==> src/rtl/segment_spi_sender_pkg.sv <==
// Shared definitions for the motion-segment SPI link (sender and receiver side).
package segment_spi_sender_pkg;

  typedef enum logic [7:0] {
    CMD_NO_OP      = 8'h00,
    CMD_STATUS     = 8'h01,
    CMD_WRITE_FIFO = 8'h02
  } command_t;

  typedef logic [31:0] MotionSegment;

  localparam int FIFO_SLOTS        = 16;
  localparam int FIFO_RECORD_WORDS = 4;

  typedef enum logic [2:0] {
    ST_IDLE,
    ST_POLL,
    ST_WR_CMD,
    ST_WR_DATA,
    ST_TAIL,
    ST_GAP,
    ST_WAIT
  } state_t;

  // A reply larger than the FIFO depth is treated as "completely empty".
  function automatic logic [7:0] clamp_slots(input logic [7:0] raw);
    return (raw > 8'(FIFO_SLOTS)) ? 8'(FIFO_SLOTS) : raw;
  endfunction

  // Byte idx of a segment, byte 0 being the least significant.
  function automatic logic [7:0] segment_byte(input MotionSegment seg, input logic [1:0] idx);
    return seg[{idx, 3'b000} +: 8];
  endfunction

endpackage

==> src/rtl/spi_byte_shifter.sv <==
// SPI mode-0 byte engine: generates SCK and shifts one byte out (MSB first) while
// shifting one byte in. done is asserted in the last cycle of a byte, and a new
// start is accepted in that same cycle so bytes can run back to back.
module spi_byte_shifter
  import segment_spi_sender_pkg::*;
#(
  parameter int CLK_DIV = 4
) (
  input  logic       clk,
  input  logic       reset,
  input  logic       start,
  input  logic [7:0] tx_byte,
  input  logic       miso,
  output logic       sck,
  output logic       mosi,
  output logic       done,
  output logic [7:0] rx_byte
);

  logic        active_q, active_d;
  logic        sck_q, sck_d;
  logic        mosi_q, mosi_d;
  logic [15:0] div_q, div_d;
  logic [2:0]  bit_q, bit_d;
  logic [7:0]  tx_q, tx_d;
  logic [7:0]  rx_q, rx_d;
  logic        half_end;

  assign half_end = (div_q == 16'(CLK_DIV - 1));
  assign done     = active_q && sck_q && half_end && (bit_q == 3'd7);
  assign sck      = sck_q;
  assign mosi     = mosi_q;
  assign rx_byte  = rx_q;

  // Half-period timing, MISO capture on rise, MOSI advance on fall, byte (re)start.
  always_comb begin
    active_d = active_q;
    sck_d    = sck_q;
    mosi_d   = mosi_q;
    div_d    = div_q;
    bit_d    = bit_q;
    tx_d     = tx_q;
    rx_d     = rx_q;
    if (active_q) begin
      if (half_end) begin
        div_d = '0;
        if (!sck_q) begin
          sck_d = 1'b1;
          rx_d  = {rx_q[6:0], miso};
        end else begin
          sck_d = 1'b0;
          if (bit_q == 3'd7) begin
            active_d = 1'b0;
          end else begin
            bit_d  = bit_q + 3'd1;
            tx_d   = {tx_q[6:0], 1'b0};
            mosi_d = tx_q[6];
          end
        end
      end else begin
        div_d = div_q + 16'd1;
      end
    end
    if (start && (!active_q || done)) begin
      active_d = 1'b1;
      sck_d    = 1'b0;
      div_d    = '0;
      bit_d    = '0;
      tx_d     = tx_byte;
      mosi_d   = tx_byte[7];
    end
  end

  // Shifter state register; reset parks SCK and MOSI low.
  always_ff @(posedge clk or posedge reset) begin
    if (reset) begin
      active_q <= 1'b0;
      sck_q    <= 1'b0;
      mosi_q   <= 1'b0;
      div_q    <= '0;
      bit_q    <= '0;
      tx_q     <= '0;
      rx_q     <= '0;
    end else begin
      active_q <= active_d;
      sck_q    <= sck_d;
      mosi_q   <= mosi_d;
      div_q    <= div_d;
      bit_q    <= bit_d;
      tx_q     <= tx_d;
      rx_q     <= rx_d;
    end
  end

endmodule

==> src/rtl/segment_spi_sender.sv <==
// Streams motion segments to a remote FIFO over SPI, using a credit scheme fed by
// status polls. Optional macro SEGMENT_SPI_SENDER_BATCH_EN lets one write
// transaction carry several segments; without it each write carries exactly one.
module segment_spi_sender
  import segment_spi_sender_pkg::*;
#(
  parameter int CLK_DIV       = 4,
  parameter int CS_GAP        = 4,
  parameter int POLL_INTERVAL = 64
) (
  input  logic         clk,
  input  logic         reset,
  input  MotionSegment seg_data,
  input  logic         seg_valid,
  output logic         seg_ready,
  output logic         spi_sck,
  output logic         spi_mosi,
  output logic         spi_cs,
  input  logic         spi_miso,
  output logic [7:0]   free_slots,
  output logic         busy
);

`ifdef SEGMENT_SPI_SENDER_BATCH_EN
  localparam bit BATCH_EN = 1'b1;
`else
  localparam bit BATCH_EN = 1'b0;
`endif

  localparam logic [1:0] LAST_IDX = 2'(FIFO_RECORD_WORDS - 1);

  state_t       state_q, state_d;
  logic [4:0]   credits_q, credits_d;
  logic [7:0]   free_slots_q, free_slots_d;
  MotionSegment seg_q, seg_d;
  logic [1:0]   idx_q, idx_d;
  logic [15:0]  cnt_q, cnt_d;
  logic         cs_q, cs_d;
  logic         zero_reply_q, zero_reply_d;

  logic         sh_start;
  logic [7:0]   sh_tx;
  logic         sh_done;
  logic [7:0]   sh_rx;
  logic         can_latch;
  logic         seg_ready_c;

  spi_byte_shifter #(
    .CLK_DIV (CLK_DIV)
  ) u_shifter (
    .clk     (clk),
    .reset   (reset),
    .start   (sh_start),
    .tx_byte (sh_tx),
    .miso    (spi_miso),
    .sck     (spi_sck),
    .mosi    (spi_mosi),
    .done    (sh_done),
    .rx_byte (sh_rx)
  );

  assign can_latch  = seg_valid && (credits_q != 5'd0);
  assign seg_ready  = seg_ready_c;
  assign spi_cs     = cs_q;
  assign free_slots = free_slots_q;
  assign busy       = (state_q != ST_IDLE);

  // Transaction sequencing: picks poll or write, feeds bytes to the shifter, and
  // times the CS tail, the inter-transaction gap and the back-off after an empty poll.
  always_comb begin
    state_d      = state_q;
    credits_d    = credits_q;
    free_slots_d = free_slots_q;
    seg_d        = seg_q;
    idx_d        = idx_q;
    cnt_d        = cnt_q;
    cs_d         = cs_q;
    zero_reply_d = zero_reply_q;
    sh_start     = 1'b0;
    sh_tx        = CMD_NO_OP;
    seg_ready_c  = 1'b0;
    case (state_q)
      ST_IDLE: begin
        cnt_d = '0;
        if (seg_valid) begin
          cs_d     = 1'b0;
          sh_start = 1'b1;
          if (credits_q == 5'd0) begin
            sh_tx   = CMD_STATUS;
            state_d = ST_POLL;
          end else begin
            sh_tx   = CMD_WRITE_FIFO;
            state_d = ST_WR_CMD;
          end
        end
      end
      ST_POLL: begin
        if (sh_done) begin
          credits_d    = 5'(clamp_slots(sh_rx));
          free_slots_d = clamp_slots(sh_rx);
          zero_reply_d = (sh_rx == 8'd0);
          cnt_d        = '0;
          state_d      = ST_TAIL;
        end
      end
      ST_WR_CMD: begin
        if (sh_done) begin
          if (can_latch) begin
            seg_d       = seg_data;
            seg_ready_c = 1'b1;
            credits_d   = credits_q - 5'd1;
            idx_d       = 2'd0;
            sh_start    = 1'b1;
            sh_tx       = segment_byte(seg_data, 2'd0);
            state_d     = ST_WR_DATA;
          end else begin
            cnt_d   = '0;
            state_d = ST_TAIL;
          end
        end
      end
      ST_WR_DATA: begin
        if (sh_done) begin
          if (idx_q != LAST_IDX) begin
            idx_d    = idx_q + 2'd1;
            sh_start = 1'b1;
            sh_tx    = segment_byte(seg_q, idx_q + 2'd1);
          end else if (BATCH_EN && can_latch) begin
            seg_d       = seg_data;
            seg_ready_c = 1'b1;
            credits_d   = credits_q - 5'd1;
            idx_d       = 2'd0;
            sh_start    = 1'b1;
            sh_tx       = segment_byte(seg_data, 2'd0);
          end else begin
            cnt_d   = '0;
            state_d = ST_TAIL;
          end
        end
      end
      ST_TAIL: begin
        if (cnt_q == 16'(CLK_DIV - 1)) begin
          cs_d    = 1'b1;
          cnt_d   = '0;
          state_d = ST_GAP;
        end else begin
          cnt_d = cnt_q + 16'd1;
        end
      end
      ST_GAP: begin
        if (cnt_q == 16'(CS_GAP - 1)) begin
          cnt_d        = '0;
          zero_reply_d = 1'b0;
          state_d      = zero_reply_q ? ST_WAIT : ST_IDLE;
        end else begin
          cnt_d = cnt_q + 16'd1;
        end
      end
      ST_WAIT: begin
        if (cnt_q == 16'(POLL_INTERVAL - 1)) begin
          cnt_d   = '0;
          state_d = ST_IDLE;
        end else begin
          cnt_d = cnt_q + 16'd1;
        end
      end
      default: begin
        cs_d    = 1'b1;
        state_d = ST_IDLE;
      end
    endcase
  end

  // Sequencer state register; reset abandons any transaction and forgets all credits.
  always_ff @(posedge clk or posedge reset) begin
    if (reset) begin
      state_q      <= ST_IDLE;
      credits_q    <= '0;
      free_slots_q <= '0;
      seg_q        <= '0;
      idx_q        <= '0;
      cnt_q        <= '0;
      cs_q         <= 1'b1;
      zero_reply_q <= 1'b0;
    end else begin
      state_q      <= state_d;
      credits_q    <= credits_d;
      free_slots_q <= free_slots_d;
      seg_q        <= seg_d;
      idx_q        <= idx_d;
      cnt_q        <= cnt_d;
      cs_q         <= cs_d;
      zero_reply_q <= zero_reply_d;
    end
  end

endmodule

==> config.mk <==
export PLATFORM = sky130hd
export DESIGN_NAME = segment_spi_sender
export DESIGN_NICKNAME = d
export VERILOG_FILES = /design/src/rtl/segment_spi_sender_pkg.sv /design/src/rtl/spi_byte_shifter.sv /design/src/rtl/segment_spi_sender.sv
export SDC_FILE = /design/constraint.sdc
export NUM_CORES = 1
export LEC_CHECK = 0
export ABC_CLOCK_PERIOD_IN_PS = 3900
export BUFFER_PORTS_ARGS = -buffer_cell sky130_fd_sc_hd__buf_2
export CORE_MARGIN = 4
export CORE_UTILIZATION = 60
export CTS_CLUSTER_SIZE = 12
export DETAILED_ROUTE_END_ITERATION = 6
export GPL_TIMING_DRIVEN = 0
export PLACE_DENSITY = 0.8
export SETUP_SLACK_MARGIN = 0.5
export SYNTH_ARGS = -nofsm -noshare
export SYNTH_HDL_FRONTEND = slang
export SYNTH_SLANG_ARGS = --single-unit
export TNS_END_PERCENT = 100
==> constraint.sdc <==
create_clock -name clk -period 3.9 [get_ports clk]
set_input_delay 0.195 -clock clk [delete_from_list [all_inputs] [get_ports clk]]
set_output_delay 0.195 -clock clk [all_outputs]
set_load 0.05 [all_outputs]
==> results.toml <==
[min_path]
hp-class = "in2reg"

[worst_setup_path]
cp.buffers_inverters = 2
path_class = "reg2out"
start_kind = "register"
endpoint_kind = "output port"
crit_slowest_cell = "or4_4"
critPathMaxStageDelay_ps = 590
crit_fanout = 10
crit_family = "simple AND/OR/NAND/NOR gates"
critPathArrivalTime_ps = 3020
cp_common_cell = "buf_2"
required_ps = 3700
path_cells = "or4_4 > nor4_2 > nand3_1 > nor2_2 > buf_2 > buf_2"

[floorplanning]
std_cell_rows = 34
die_w_um = 103
die_area_sq_um = 10600
pin_count = 49
start_util_pct = 61.9
coreArea_sq_um = 8760
die_y_um = 103

[cells_and_area]
diodes = 0
multi_input_area_sq_um = 2630
syn_to_final_growth_pct = 11.3
finish.net_count = 607
fin_util_pct = 68.9
drive_gt1_share_pct = 23.6
n_fill_cell = 663
final_area_sq_um = 6040
seq_area_sq_um = 2630

[clock_tree]
cts_buffers = 9
cts_max_path_buffers = 2
h-tree-depth = 3
clock_sinks = 105
cts_setup_buffers = 0
path_clk_slew_ps = 110
clock_latency_ps = 380
cts_tree = "built"
cts_root_buf = "clkbuf_8"

[drt]
drc = 0
drt-wirelength-per-cell_um = 17.9
first_iter_violations = 326
drt_pass1_iterations = 5
via_per_inst = 6.31
ant_nets = 0
totalWireLength_um = 12100
vias = 4274

[power]
power_density_nw_per_um2 = 505
power_w = 0.00305
p_leak_nw = 2.73
ir_drop_mv = 0.344

[global_routing]
antenna_found_initial = 0
grt_usage_pct = 24.8
grt_pass1_wl_um = 20700
grt_max_degree = 57
grt.overflow.total = 0
grt_pass1_vias = 4331

[sta]
clock_skew_ps = 13.5
slew_violations = 0
setup_slack_ps = 680
fin_tns_setup_ps = 0
rsz0062_at_grt = "false"
finalCriticalPeriod_ps = 3220
fmax_ghz = 0.311
fin_crit_sh_pct = 82.6
final-setup-viol-count = 0
relSlewSlack_pct = 16.0
finalHoldViolCount = 0
tightest_slew_ps = 1250

[logic_synthesis]
syn_avg_cell_area_sq_um = 10.8
synthCells = 504
dominantRegCellSynth = "dfrtp_1"
synth-edff-count = 0
synth_seq_area_share_pct = 48.4
synth_cell_type_count = 62
ys_ff_latch = 105
yosys_warnings = 0
ys_async_sr_fraction_pct = 100
syn_nets = 547
syn-cell-area_sq_um = 5430

[place]
port_buffers = 47
pre_cts_ws_ps = 725
place.gp.congestion = 0.858
hpwl_um = 8620
post_dp_cell_area_sq_um = 5830

[run]
drv_cap = 0

[outcome]
status = "completed"
## state kept, by name (all words and copies together), names as in the netlist
signal              cells
seg_q                  32
cnt_q                  16
u_shifter.div_q        16
free_slots              8
u_shifter.rx_byte       8
u_shifter.tx_q          7
credits_q               5
state_q                 3
u_shifter.bit_q         3
idx_q                   2
spi_cs                  1
u_shifter.active_q      1
u_shifter.mosi          1
u_shifter.sck           1
zero_reply_q            1
## final cells by class
cell class	count	area share, %
inverters	14	0.911
multi-input cells	356	43.4
well taps	108	2.24
plain buffers	29	2.13
flip-flops and latches	105	43.5
clock inverters	7	1.20
clock buffers	9	2.05
repair buffers	49	4.51
## placed cells by master (no fill, tap or decap), drive strengths merged, types with 3 or more instances in the layout
| cell type | count |
|---|---|
| dfrtp | 104 |
| buf | 58 |
| mux2 | 47 |
| nand2 | 36 |
| nor2 | 31 |
| clkbuf | 28 |
| a21oi | 24 |
| a31oi | 22 |
| o21ai | 21 |
| nand3 | 20 |
| inv | 17 |
| nor4 | 11 |
| nand2b | 10 |
| nor3 | 10 |
| mux2i | 8 |
| mux4 | 8 |
| a22oi | 8 |
| xnor2 | 8 |
| and2 | 7 |
| nand4 | 7 |
| and3 | 7 |
| ha | 7 |
| or4 | 7 |
| a2bb2oi | 5 |
| nor2b | 5 |
| o32a | 4 |
| a41oi | 4 |
| o31ai | 4 |
| o22ai | 3 |
| a221o | 3 |
| o41ai | 3 |
| clkinv | 3 |
## synth_stat cells, drive strengths merged, types with 2 or more instances
cell	number	area (sq um)
nand2	36	135
or4b	2	20.0
nor4	11	90.1
o211ai	2	15.0
mux2	47	529
a21oi	24	120
o41ai	3	26.3
a2bb2oi	5	43.8
clkbuf	19	71.3
nand3	20	100
and2	7	43.8
mux2i	8	80.1
nand4	7	43.8
nor3b	2	15.0
nor2	31	116
a41oi	4	35.0
or4	7	60.1
a221o	3	30.0
or3b	2	17.5
o31ai	4	43.8
nor4b	2	17.5
xnor2	8	70.1
and3	7	43.8
a31oi	22	138
nor3	10	55.1
buf	10	57.6
nor2b	5	31.3
ha	7	87.6
inv	14	52.6
nand2b	10	62.6
o32a	4	40.0
dfrtp	104	2600
o22ai	3	18.8
mux4	8	180
o21ai	21	105
a22oi	8	60.1
or3	2	12.5
## stage by stage
stage	instances	hold WS, ps
6_report	677	39.8
5_1_grt	677	22.4
4_1_cts	677	31.4
3_5_place_dp	660	361
3_3_place_gp	659	426
2_1_floorplan	504	346
## repair_timing
| action | in CTS | in global routing |
|---|---|---|
| resized for setup | 1 | 1 |
| cloned | 0 | 0 |
| setup endpoints to repair | 1 | 1 |
| hold buffers | 1 | 0 |
| endpoints found under the hold margin | 55 | 0 |
## logic make-up (layout without fill, tap and decap cells)
logic type      count (synthesis)  in the layout  share of synthesized area [%]
flops                         105            105                           48.4
buf+inv                        43            108                           3.34
simple gates                  165            165                           16.6
fa+ha+maj                       7              7                           1.61
compound gates                112            112                           14.0
mux                            63             63                           14.5
xor+xnor                        9              9                           1.45
## where the power goes
group / leakage (nW) / internal, W / total [W] / switching (W)
clock network: 0.0966 / 0.000251 / 0.000666 / 0.000415
logic: 1.26 / 0.000356 / 0.00102 / 0.000663
registers: 1.37 / 0.00122 / 0.00137 / 0.000146
total: 2.73 / 0.00183 / 0.00305 / 0.00122
## path summary, 6_finish.rpt
path / from / depth (start not counted) / slack [ps] / end
max in group asynchronous: reset / 4 / 2690 / spi_cs
min: seg_data[31] / 2 / 40 / seg_q[31]
max: u_shifter.div_q[11] / 6 / 680 / seg_ready
max reg2reg: u_shifter.div_q[11] / 6 / 910 / cnt_q[11]
min in group asynchronous: reset / 3 / 490 / u_shifter.div_q[12]
min reg2reg: free_slots[0] / 1 / 490 / free_slots[0]
## metal layers
metal	wire length, um	vias to the layer above	part of all wire [%]	GRT usage, %
li1	-	2013	-	-
met4	153	0	1.3	6.08
met3	621	14	5.1	5.21
met5	0	-	0	0
met2	6100	126	50	42.9
met1	5250	2121	43	32.0
Note: power is estimated with default switching activity, not from simulation.
